### src/rtl/rr_lock_arbiter.sv
// rr_lock_arbiter: N-channel round-robin arbiter with packet lock and a
// registered output stage. Optional stall counter: RR_LOCK_ARBITER_STALL_CNT_EN.
module rr_lock_arbiter #(
    parameter int N  = 4,
    parameter int W  = 8,
    parameter int CW = (N > 1) ? $clog2(N) : 1
) (
    input  logic           clk,
    input  logic           reset,
    input  logic [N-1:0]   in_valid,
    output logic [N-1:0]   in_ready,
    input  logic [N*W-1:0] in_bits,
    input  logic [N-1:0]   in_last,
    output logic           out_valid,
    input  logic           out_ready,
    output logic [W-1:0]   out_bits,
    output logic           out_last,
    output logic [CW-1:0]  out_chosen
`ifdef RR_LOCK_ARBITER_STALL_CNT_EN
    ,
    output logic [15:0]    stall_cnt
`endif
);

    logic [CW-1:0] last_grant_q, last_grant_d;
    logic          locked_q, locked_d;
    logic [CW-1:0] lock_idx_q, lock_idx_d;
    logic          out_valid_q, out_valid_d;
    logic [W-1:0]  out_bits_q, out_bits_d;
    logic          out_last_q, out_last_d;
    logic [CW-1:0] out_chosen_q, out_chosen_d;

    logic          hi_found, lo_found;
    logic [CW-1:0] hi_idx, lo_idx;
    logic [CW-1:0] sel;
    logic          sel_vld, sel_last;
    logic [W-1:0]  sel_bits;
    logic          space, fire;

    // Descending scan so the lowest qualifying index is the one kept.
    always_comb begin
        hi_found = 1'b0;
        hi_idx   = '0;
        lo_found = 1'b0;
        lo_idx   = '0;
        for (int i = N - 1; i >= 0; i--) begin
            if (in_valid[i] && (CW'(i) > last_grant_q)) begin
                hi_found = 1'b1;
                hi_idx   = CW'(i);
            end
            if (in_valid[i]) begin
                lo_found = 1'b1;
                lo_idx   = CW'(i);
            end
        end
    end

    always_comb begin
        if (locked_q) begin
            sel = lock_idx_q;
        end else if (hi_found) begin
            sel = hi_idx;
        end else if (lo_found) begin
            sel = lo_idx;
        end else begin
            sel = last_grant_q;
        end
    end

    always_comb begin
        sel_vld  = 1'b0;
        sel_last = 1'b0;
        sel_bits = '0;
        for (int i = 0; i < N; i++) begin
            if (CW'(i) == sel) begin
                sel_vld  = in_valid[i];
                sel_last = in_last[i];
                sel_bits = in_bits[i*W +: W];
            end
        end
    end

    assign space = !out_valid_q || out_ready;
    assign fire  = sel_vld && space;

    always_comb begin
        in_ready = '0;
        for (int i = 0; i < N; i++) begin
            in_ready[i] = space && (CW'(i) == sel);
        end
    end

    always_comb begin
        last_grant_d = last_grant_q;
        locked_d     = locked_q;
        lock_idx_d   = lock_idx_q;
        out_valid_d  = out_valid_q;
        out_bits_d   = out_bits_q;
        out_last_d   = out_last_q;
        out_chosen_d = out_chosen_q;
        if (fire) begin
            out_valid_d  = 1'b1;
            out_bits_d   = sel_bits;
            out_last_d   = sel_last;
            out_chosen_d = sel;
            last_grant_d = sel;
            locked_d     = !sel_last;
            if (!sel_last) begin
                lock_idx_d = sel;
            end
        end else if (out_valid_q && out_ready) begin
            out_valid_d = 1'b0;
        end
    end

    always_ff @(posedge clk or negedge reset) begin
        if (!reset) begin
            last_grant_q <= '0;
            locked_q     <= 1'b0;
            lock_idx_q   <= '0;
            out_valid_q  <= 1'b0;
            out_bits_q   <= '0;
            out_last_q   <= 1'b0;
            out_chosen_q <= '0;
        end else begin
            last_grant_q <= last_grant_d;
            locked_q     <= locked_d;
            lock_idx_q   <= lock_idx_d;
            out_valid_q  <= out_valid_d;
            out_bits_q   <= out_bits_d;
            out_last_q   <= out_last_d;
            out_chosen_q <= out_chosen_d;
        end
    end

    assign out_valid  = out_valid_q;
    assign out_bits   = out_bits_q;
    assign out_last   = out_last_q;
    assign out_chosen = out_chosen_q;

`ifdef RR_LOCK_ARBITER_STALL_CNT_EN
    logic [15:0] stall_cnt_q, stall_cnt_d;

    // A completed handshake restarts the count; stalls saturate.
    always_comb begin
        stall_cnt_d = stall_cnt_q;
        if (out_valid_q && out_ready) begin
            stall_cnt_d = '0;
        end else if (out_valid_q && (stall_cnt_q != 16'hFFFF)) begin
            stall_cnt_d = stall_cnt_q + 16'd1;
        end
    end

    always_ff @(posedge clk or negedge reset) begin
        if (!reset) begin
            stall_cnt_q <= '0;
        end else begin
            stall_cnt_q <= stall_cnt_d;
        end
    end

    assign stall_cnt = stall_cnt_q;
`endif

endmodule

### config.mk
export PLATFORM = sky130hd
export DESIGN_NAME = rr_lock_arbiter
export DESIGN_NICKNAME = d
export VERILOG_FILES = /design/src/rtl/rr_lock_arbiter.sv
export SDC_FILE = /design/constraint.sdc
export NUM_CORES = 1
export LEC_CHECK = 0
export ABC_AREA = 1
export BUFFER_PORTS_ARGS = -buffer_cell sky130_fd_sc_hd__buf_2
export CORE_UTILIZATION = 35
export DETAILED_ROUTE_END_ITERATION = 10
export HOLD_SLACK_MARGIN = 0.08
export PLACE_DENSITY = 0.63
export SLEW_MARGIN = 20
export SYNTH_ARGS = -nofsm -noshare
export SYNTH_HDL_FRONTEND = slang
export SYNTH_SLANG_ARGS = --single-unit
### constraint.sdc
create_clock -name clk -period 3 [get_ports clk]
set_clock_uncertainty 0.15 [all_clocks]
set_input_delay 0.6 -clock clk [delete_from_list [all_inputs] [get_ports clk]]
set_output_delay 0.6 -clock clk [all_outputs]
set_load 0.02 [all_outputs]
==> summary.txt, run 1 <==
STA
  – Slew @ Worst Pin: 358 ps
  – Max Clk Rate: 0.380 GHz
  – Final setup violation count: 0
  – Fin Hold WS: around 330 ps
  – Slew Viols, Final: 0
  – Final worst setup slack: 368 ps
  – RSZ-0062 raised after global routing: no
  – Fin crit period: around 2600 ps
  – Hold Violations, Final: 0
  – Final TNS setup: 0 ps
  – Period utilization: between 80% and 90%
  – Slew margin rel.: roughly 76%

Placement
  – DP Cell Count: roughly 240
  – GPL Wtd Cong: just over 0.8
  – Pre-CTS WS: about 420 ps
  – Port buffer count: between 50 and 60
  – Placement Cell Area: roughly 1400 um^2
  – Placed wire-length estimate: about 2200 um

Yosys
  – Largest cells by area after synthesis: dfrtp_1, nand2_1, nand3_1
  – Flops & latches, synth: 15
  – Distinct cells, synth: 23
  – Syn_area_per_cell: about 7 um^2
  – Syn_nets: approximately 190
  – Yosys top cell area share: 35.6%
  – Post-Syn Area: about 1100 um^2
  – Leading area contributor after synthesis: dfrtp_1
  – Post-Synthesis Cells: 150
  – Post-synthesis sequential area ratio: 35.6%
  – Ys Warns: 0

Setup path
  – Reg2reg setup slack: between 700 and 800 ps
  – End of the worst register-to-register path: out_bits[0]$_DFFE_PN0P_
  – Most used cell, CP: nand2_1
  – Worst reg2reg path depth: 14
  – CP max stage cell: dfrtp_1
  – CP required: 2250 ps
  – Crit path to: in_ready[2]
  – CP cell instances: inv_1 -> nand2_1 -> nand2_1 -> inv_1 -> nand2_1 -> nand2_1 -> nand2_2 -> inv_2 -> nor3_1 -> buf_2
  – CP endpoint kind: output pin
  – Critical path peak fanout: 16
  – CP Class: reg -> out
  – RR Startpoint: out_chosen[1]$_DFFE_PN0P_
  – Crit path from: out_chosen[1]$_DFFE_PN0P_
  – Slowest stage delay, CP: 430 ps
  – Worst EP arrival: around 1900 ps
  – Crit. path cell count: 10
  – Cell family with most CP delay: simple AND/OR/NAND/NOR gates
  – Startpoint type of the worst setup path: register
  – CP bufs+invs: 4

Die
  – Core area: 2810 um^2
  – Die H: 56.9 um
  – Io pins: 59
  – Area of the die: about 3200 um^2
  – Starting density of the core: between 30% and 40%
  – Die width: ~57 um
  – Row count: 19

Clock tree
  – Post-CTS sizing: 0
  – Clock sink count: 15
  – CTS tree: yes
  – Root Buffer: clkbuf_4
  – Skew-Pair Late Insertion Delay: 280 ps
  – Cts bufs inserted: 3
  – H-tree Lvls: 1
  – CTS clk-pin slew, worst paths: about 90 ps
  – CTS max path bufs: 2
  – Post-CTS setup buffers: 0

Run
  – Max_cap viols: 0

Run status
  – Failing checks: DRC
  – Outcome: finished with violations

Pwr
  – Static leakage: slightly below 0.8 nW
  – Power Density: 1190 nW/um^2
  – Worst VDD drop: about 0.56 mV
  – Power Total: 1.65 mW

Worst hold path
  – Hold path cells: 2
  – Worst hold-check path type: reg -> reg

Final layout
  – Antenna fix cells: 0
  – Final instance area: approximately 1400 um^2
  – Commonest cells after routing, fill and taps aside: buf_2, nand2_1, nand3_1, dfrtp_1, a21oi_1
  – Commonest non-fill, non-tap cell in the layout: buf_2
  – Final Non-Filler Cells: 240
  – Core Util, Final: 49.5%
  – Share of layout cells above drive strength 1: a little under two fifths
  – Final Net Count: between 200 and 300
  – Area growth from synthesis to layout: 31.7%

Route
  – Drt via density: roughly 5
  – Routed wire per std cell: between 10 and 15 um
  – Remaining antenna violation count: 0
  – DRC: 4
  – Via Count: about 1.2k
  – Starting DRT DRC Count: between 40 and 50
  – Routed wire length: ~2800 um
  – Drt pass-1 iters: 7

GRT
  – First-pass GRT wire length: ~4600 um
  – GRT Resource Usage Total: 18.0%
  – Largest net degree at the start of global routing: 25
  – Vias in the first global route: 1069
  – Initial antenna violation count: 0
  – Grt total ovfl: 0
[final cells by class]
| cell class | count | area [um^2] |
|---|---|---|
| multi-input cells | 119 | 599 |
| repair buffers | 59 | 300 |
| flip-flops and latches | 15 | 375 |
| clock buffers | 4 | 26.3 |
| well taps | 31 | 38.8 |
| inverters | 12 | 47.5 |
| fillers | 304 | 1420 |
[worst reg2reg max path: stages, from the launching register on]
cell,delay [ps]
dfrtp_1,430
inv_1,90
nand2_1,80
nand2_1,70
inv_1,40
nand2_1,50
nand2_1,90
nand2_2,140
inv_2,170
nor2_8,220
nand2_1,90
nand2_2,120
nand2_4,180
nand2_1,130
o21ai_2,50
[timing repair]
action                     in CTS  in global routing
setup endpoints to repair       0                  0
hold endpoints to repair       15                  0
hold buffers                    1                  0
[flip-flops by register name, indices dropped and copies added (netlist names)]
signal / count
locked_q: 1
out_chosen: 2
out_last: 1
out_valid: 1
lock_idx_q: 2
out_bits: 8
[kinds of logic (layout without fill, tap and decap cells)]
group / after synthesis / count (layout) / synth area share [%]
AND/OR/NAND/NOR: 95 / 95 / 42.8
flip-flops: 15 / 15 / 35.6
AO/OA/AOI/OAI: 24 / 24 / 14.1
buffers and inverters: 16 / 75 / 7.48
[power by group]
group	internal, mW	total (mW)	switching, mW
registers	0.305	0.370	0.0644
clock network	0.0515	0.111	0.0600
logic	0.371	1.16	0.793
total	0.728	1.65	0.918
[worst min path at each step]
| stage | from | end |
|---|---|---|
| 6_report | out_last$_DFFE_PN0P_ | out_last$_DFFE_PN0P_ |
| 4_1_cts | out_bits[6]$_DFFE_PN0P_ | out_bits[6]$_DFFE_PN0P_ |
| 2_1_floorplan | reset | lock_idx_q[0]$_DFFE_PN0P_ |
| 5_1_grt | lock_idx_q[1]$_DFFE_PN0P_ | lock_idx_q[1]$_DFFE_PN0P_ |
| 3_5_place_dp | out_bits[6]$_DFFE_PN0P_ | out_bits[6]$_DFFE_PN0P_ |
| 3_3_place_gp | out_bits[7]$_DFFE_PN0P_ | out_bits[7]$_DFFE_PN0P_ |
[cells in the mapped netlist]
library cell  count
o21ai_2           6
buf_1             1
nand2_2           3
nand2_1          54
inv_4             1
buf_2             1
a21oi_1          11
nor2_2            1
inv_2             1
nand3_2           1
nor2_1            4
inv_1            10
nand4_1           3
nor3_1            4
nor2_8            1
buf_6             2
nand3_1          21
a21oi_2           1
nand2_4           2
dfrtp_1          15
o21ai_1           5
nor2_4            1
o21bai_1          1
[routing by layer]
layer | routed length (um) | vias to the layer above | global-route usage, %
met2 | 1280 | 36 | 28.2
met5 | 0 | - | 0
met3 | 111 | 4 | 0.922
met1 | 1340 | 530 | 25.6
li1 | - | 616 | -
met4 | 25 | 0 | 8.01
(Power assumes the default switching activity.)
==> inputs of run 2 (changes only) <==
Settings changed: CELL_PAD_IN_SITES_DETAIL_PLACEMENT from default to 0, CELL_PAD_IN_SITES_GLOBAL_PLACEMENT from default to 1, CORE_UTILIZATION 35 to 31, CTS_CLUSTER_DIAMETER from default to 200, PLACE_DENSITY 0.63 to 0.8.
==> run 2 against run 1 <==
The run now ends clean. Routed wire length rose by 7.6%. Worst setup slack improved by 22 ps. Critical path depth fell by 2. Utilization fell by 4.6 points. Worst hold slack got worse by 2.3 ps. Critical path type unchanged. Critical endpoint is now in_ready[3].
==> summary.txt, run 2 (same netlist as run 1, synthesis figures left out) <==
Run status
  – Outcome: completed

Clock tree
  – Cts bufs inserted: 3
  – H-tree Lvls: 1
  – CTS tree: yes
  – Root Buffer: clkbuf_4
  – Clock sink count: 15
  – Skew-Pair Late Insertion Delay: around 270 ps
  – Post-CTS setup buffers: 0
  – CTS max path bufs: 2
  – CTS clk-pin slew, worst paths: roughly 80 ps

STA
  – Final TNS setup: 0 ps
  – Fin crit period: 2610 ps
  – Max Clk Rate: 0.383 GHz
  – Slew @ Worst Pin: between 300 and 400 ps
  – Hold Violations, Final: 0
  – Slew Viols, Final: 0
  – RSZ-0062 raised after global routing: no
  – Slew margin rel.: around 75%
  – Period utilization: 87.0%
  – Final setup violation count: 0

Route
  – Remaining antenna violation count: 0
  – Routed wire per std cell: between 10 and 15 um
  – Via Count: approximately 1.2k
  – Drt pass-1 iters: 5
  – Starting DRT DRC Count: 56
  – Drt via density: roughly 4.8
  – Routed wire length: 2960 um
  – DRC: 0

Setup path
  – CP max stage cell: dfrtp_1
  – CP cell instances: nor2_1 -> nand2_1 -> a21oi_2 -> nand2_2 -> nand2_4 -> inv_4 -> nor3_1 -> buf_2
  – Startpoint type of the worst setup path: register
  – End of the worst register-to-register path: out_bits[4]$_DFFE_PN0P_
  – Cell family with most CP delay: simple AND/OR/NAND/NOR gates
  – Slowest stage delay, CP: 440 ps
  – CP Class: reg -> out
  – Worst reg2reg path depth: 12
  – CP required: ~2300 ps
  – RR Startpoint: out_chosen[0]$_DFFE_PN0P_
  – CP bufs+invs: 2
  – CP endpoint kind: output pin
  – Worst EP arrival: ~1900 ps
  – Reg2reg setup slack: ~760 ps
  – Critical path peak fanout: 17

Die
  – Io pins: 59
  – Row count: 20
  – Area of the die: 3640 um^2
  – Die width: ~60 um
  – Core area: about 3100 um^2
  – Starting density of the core: 33.7%
  – Die H: roughly 60 um

Placement
  – Placed wire-length estimate: around 2400 um
  – GPL Wtd Cong: roughly 0.84
  – DP Cell Count: 248
  – Port buffer count: 58

Pwr
  – Static leakage: a little under 0.8 nW
  – Power Density: between 1000 and 1500 nW/um^2
  – Worst VDD drop: 0.565 mV

GRT
  – Initial antenna violation count: 0
  – First-pass GRT wire length: between 4000 and 5000 um
  – GRT Resource Usage Total: 17.6%
  – Grt total ovfl: 0
  – Vias in the first global route: around 1.1k
  – Largest net degree at the start of global routing: 25

Worst hold path
  – Hold EP: out_bits[6]$_DFFE_PN0P_
  – Hold path cells: 2
  – Worst hold-check path type: reg -> reg
  – Critical hold path startpoint: out_bits[6]$_DFFE_PN0P_

Final layout
  – Antenna fix cells: 0
  – Fill count: between 300 and 400
  – Commonest cells after routing, fill and taps aside: buf_2, nand2_1, nand3_1, dfrtp_1, a21oi_1
  – Final Net Count: 253
  – Final Non-Filler Cells: between 200 and 300
  – Area growth from synthesis to layout: 33.3%
  – Largest register FFs: 8
  – Commonest non-fill, non-tap cell in the layout: buf_2
  – Share of layout cells above drive strength 1: a little under two fifths

Run
  – Max_cap viols: 0
run 2: cell counts in the layout (fill, tap and decap cells not counted):
No cell type changed its count.
run 2: worst max-delay path by stage:
stage | end | cells after the start | startpoint
after floorplan | in_ready[3] | 8 | in_valid[0]
after global placement | in_ready[1] | 9 | in_valid[3]
after detailed placement | in_ready[3] | 10 | in_valid[3]
after CTS | in_ready[3] | 10 | out_chosen[0]$_DFFE_PN0P_
after global routing | in_ready[2] | 10 | out_chosen[0]$_DFFE_PN0P_
final | in_ready[3] | 8 | out_chosen[0]$_DFFE_PN0P_
run 2: layout make-up:
class | instances | area, um^2 | area share (%)
inverters | 12 | 47.5 | 3.39
flip-flops and latches | 15 | 375 | 26.7
multi-input cells | 119 | 599 | 42.7
well taps | 44 | 55.1 | 3.92
clock buffers | 4 | 26.3 | 1.87
repair buffers | 59 | 300 | 21.4
run 2: metrics by stage:
stage | instance area (um^2) | total power [mW] | hold WS [ps] | setup slack [ps] | util, %
2_1_floorplan | 1050 | 1.30 | 154 | 425 | -
3_3_place_gp | 1370 | 1.53 | 310 | 482 | 43.7
3_5_place_dp | 1370 | 1.55 | 314 | 442 | 43.7
4_1_cts | 1400 | 1.66 | 334 | 380 | 44.9
5_1_grt | 1400 | 1.84 | 364 | 229 | 44.9
6_report | 1400 | 1.66 | 332 | 391 | 44.9
run 2: metal layers:
layer | vias up | part of all wire [%] | global-route usage, %
met2 | 50 | 46 | 24.6
met5 | - | 0 | 0
li1 | 616 | - | -
met3 | 4 | 6.4 | 1.95
met1 | 533 | 46 | 27.0
met4 | 0 | 1.3 | 6.31
run 2: worst reg2reg max path, cell delays in order (launching register included):
cell     delay (ps)
dfrtp_1         440
nor2_1          190
nand2_1         110
a21oi_2         150
nand2_2          90
nand2_4         190
inv_4            90
nor2_8          160
nand2_1          90
nand2_2         120
nand2_4         170
nand2_1         110
o21ai_1          70
run 2: repair_timing:
item / CTS / global route
hold endpoints to repair: 15 / 0
hold buffers: 1 / 0
resized for setup: 0 / 0
run 2: power by group:
part	total, mW	switching, mW	internal (mW)
clock	0.110	0.0580	0.0515
combinational	1.17	0.799	0.371
sequential	0.376	0.0700	0.306
==> inputs of run 3 (changes only) <==
Settings changed: ABC_AREA 1 to default, CORE_UTILIZATION 31 to 35, MAX_ROUTING_LAYER from default to met4.
==> run 3 against run 2 <==
Utilization increased by 5.6 points. Worst hold slack gained 18 ps. Critical path depth decreased by 1. Register-to-register slack got worse by 300 ps. Cell area up 12%. Global-route usage shrank 0.28 points. Clock-buffer cell count shrank 1. Routed wire length is 10% lower. Critical path type unchanged. Critical endpoint unchanged.
==> summary.txt, run 3 <==
Pwr
  – Static leakage: 0.802 nW
  – Power Total: approximately 1.9 mW
  – Worst VDD drop: 0.574 mV
  – Power Density: 1200 nW/um^2

Yosys
  – Syn_nets: between 100 and 150
  – Ys Warns: 0
  – Top-count cell post-synth: mux2i_1
  – Leading area contributor after synthesis: dfrtp_1
  – Largest cells by area after synthesis: dfrtp_1, mux2i_1, mux2_4
  – Synth cell count leaders: mux2i_1, dfrtp_1, mux2_4
  – Post-Synthesis Cells: between 100 and 150
  – Synth async-reset ratio: between 90% and 100%
  – Post-synth EDFFs: 0
  – Distinct cells, synth: 29
  – Post-Syn Area: approximately 1200 um^2
  – Post-synthesis sequential area ratio: 32.2%
  – Yosys top cell area share: between 30% and 40%
  – Syn_area_per_cell: 11.0 um^2
  – Flops & latches, synth: 15
  – Top_reg_cell synth: dfrtp_1

Clock tree
  – H-tree Lvls: 1
  – Skew-Pair Late Insertion Delay: slightly below 300 ps
  – Cts bufs inserted: 3
  – CTS max path bufs: 2
  – Root Buffer: clkbuf_4
  – Clock sink count: 15
  – CTS tree: yes
  – CTS clk-pin slew, worst paths: 100 ps

Die
  – Io pins: 59
  – Row count: 20
  – Die H: 59.8 um
  – Area of the die: approximately 3600 um^2
  – Core area: about 3100 um^2
  – Starting density of the core: between 30% and 40%
  – Die width: 59.8 um

Setup path
  – Worst EP arrival: between 2000 and 2500 ps
  – Crit path from: out_chosen[0]$_DFFE_PN0P_
  – CP Class: reg -> out
  – CP endpoint kind: output pin
  – Worst reg2reg path depth: 8
  – Critical path peak fanout: 13
  – Startpoint type of the worst setup path: register
  – CP required: between 2000 and 2500 ps
  – RR Startpoint: out_chosen[0]$_DFFE_PN0P_

Worst hold path
  – Critical hold path startpoint: lock_idx_q[0]$_DFFE_PN0P_
  – Hold path cells: 1
  – Worst hold-check path type: reg -> reg

Route
  – DRC: 0
  – Drt pass-1 iters: 4
  – Wl on met1: about 1200 um
  – Top Metal Used: met4
  – Drt via density: ~5
  – Starting DRT DRC Count: 28
  – Routed wire per std cell: between 10 and 15 um
  – Wire length on met3: roughly 180 um
  – Remaining antenna violation count: 0
  – Via Count: around 1.0k
  – Routed wire length: 2670 um
  – Met2 wire length: ~1200 um

GRT
  – First-pass GRT wire length: ~4500 um
  – Largest net degree at the start of global routing: 16
  – GRT Resource Usage Total: 17.3%
  – Grt total ovfl: 0
  – Initial antenna violation count: 0
  – Vias in the first global route: 1076

Final layout
  – Antenna fix cells: 0
  – Commonest cells after routing, fill and taps aside: buf_2, mux2i_1, dfrtp_1, mux2_4, buf_4
  – Area growth from synthesis to layout: 34.3%
  – Commonest non-fill, non-tap cell in the layout: buf_2
  – Largest register FFs: 8
  – Fill count: 310
  – Multi-input gate area: 746 um^2
  – Final Net Count: ~210
  – Sequential cell area: between 300 and 400 um^2
  – Share of layout cells above drive strength 1: about half

Run status
  – Outcome: completed

STA
  – Slew Viols, Final: 0
  – Max Clk Rate: 0.350 GHz
  – Slew margin rel.: approximately three quarters
  – Final TNS setup: 0 ps
  – Period utilization: between 90% and 100%
  – Slew @ Worst Pin: 369 ps
  – Fin crit period: approximately 2900 ps
  – RSZ-0062 raised after global routing: no
  – Hold Violations, Final: 0
  – Final setup violation count: 0

Placement
  – Port buffer count: a little under 60
  – Placed wire-length estimate: ~2200 um
  – GPL Wtd Cong: around 0.83

Run
  – Max_cap viols: 0
==> run 3: cell types whose count changed after synthesis, moves of 4 or more <==
| cell | delta |
|---|---|
| a21oi_1 | -7 |
| inv_1 | -7 |
| mux2_4 | +8 |
| mux2i_1 | +31 |
| nand2_1 | -51 |
| nand2b_1 | +4 |
| nand3_1 | -21 |
| nor2b_1 | +5 |
| o21ai_1 | -5 |
| o21ai_2 | -5 |
==> run 3: where the power goes <==
part | switching, mW | internal [mW] | total [mW] | leakage (nW)
sequential | 0.0756 | 0.313 | 0.389 | 0.171
combinational | 0.688 | 0.690 | 1.38 | 0.617
clock | 0.0702 | 0.0506 | 0.121 | 0.0139
==> run 3: cell families (layout without fill, tap and decap cells) <==
logic type	Yosys count	in the layout	synth area share [%]
AND/OR/NAND/NOR	24	24	12.5
buffers and inverters	9	73	3.97
multiplexers	41	41	38.8
flip-flops	15	15	32.2
AO/OA/AOI/OAI	17	17	12.5
==> run 3: metal layers <==
layer  global-route usage (%)  vias to the layer above
li1                         -                      514
met4                     6.98                        0
met1                     21.1                      477
met3                     1.95                        2
met2                     28.9                       50
met5                        -                        -
==> run 3: layout make-up <==
| type | instances | share of cell area (%) |
|---|---|---|
| Sequential cell | 15 | 24.0 |
| Inverter | 4 | 0.958 |
| Clock buffer | 3 | 1.44 |
| Tap cell | 44 | 3.51 |
| Multi-Input combinational cell | 82 | 47.6 |
| Clock inverter | 1 | 0.479 |
| Timing Repair Buffer | 65 | 22.0 |
==> run 3: through the flow <==
| step | std cells | instance area [um^2] | worst slack [ps] | utilization, % | hold slack [ps] |
|---|---|---|---|---|---|
| floorplan | 106 | 1170 | 88.6 | - | 154 |
| global placement | 207 | 1510 | 259 | 48.7 | 328 |
| detailed placement | 207 | 1510 | 225 | 48.7 | 331 |
| CTS | 212 | 1550 | 86.7 | 50.0 | 354 |
| global route | 214 | 1570 | 6.72 | 50.5 | 368 |
| finish | 214 | 1570 | 141 | 50.5 | 349 |
==> run 3: final timing paths <==
path | endpoint | slack, ps
setup / recovery | in_ready[3] | 140
min in group asynchronous | out_bits[3]$_DFFE_PN0P_ | 590
hold / removal | lock_idx_q[0]$_DFFE_PN0P_ | 350
hold reg to reg | lock_idx_q[0]$_DFFE_PN0P_ | 350
max in group asynchronous | out_chosen[0]$_DFFE_PN0P_ | 1840
setup reg to reg | out_bits[1]$_DFFE_PN0P_ | 460
==> run 3: worst max-delay path, stage by stage (launching register included) <==
cell,delay (ps)
dfrtp_2,460
nand2b_1,150
a31o_2,230
o21bai_1,210
and2_1,190
buf_4,200
nor3_1,190
buf_2,190
==> run 3: timing repair <==
item                                    in CTS  in global routing
hold endpoints to repair                    15                  0
hold buffers                                 1                  0
endpoints found under the setup margin       0                  1
gates resized for setup                      0                  1
setup buffers                                0                  2
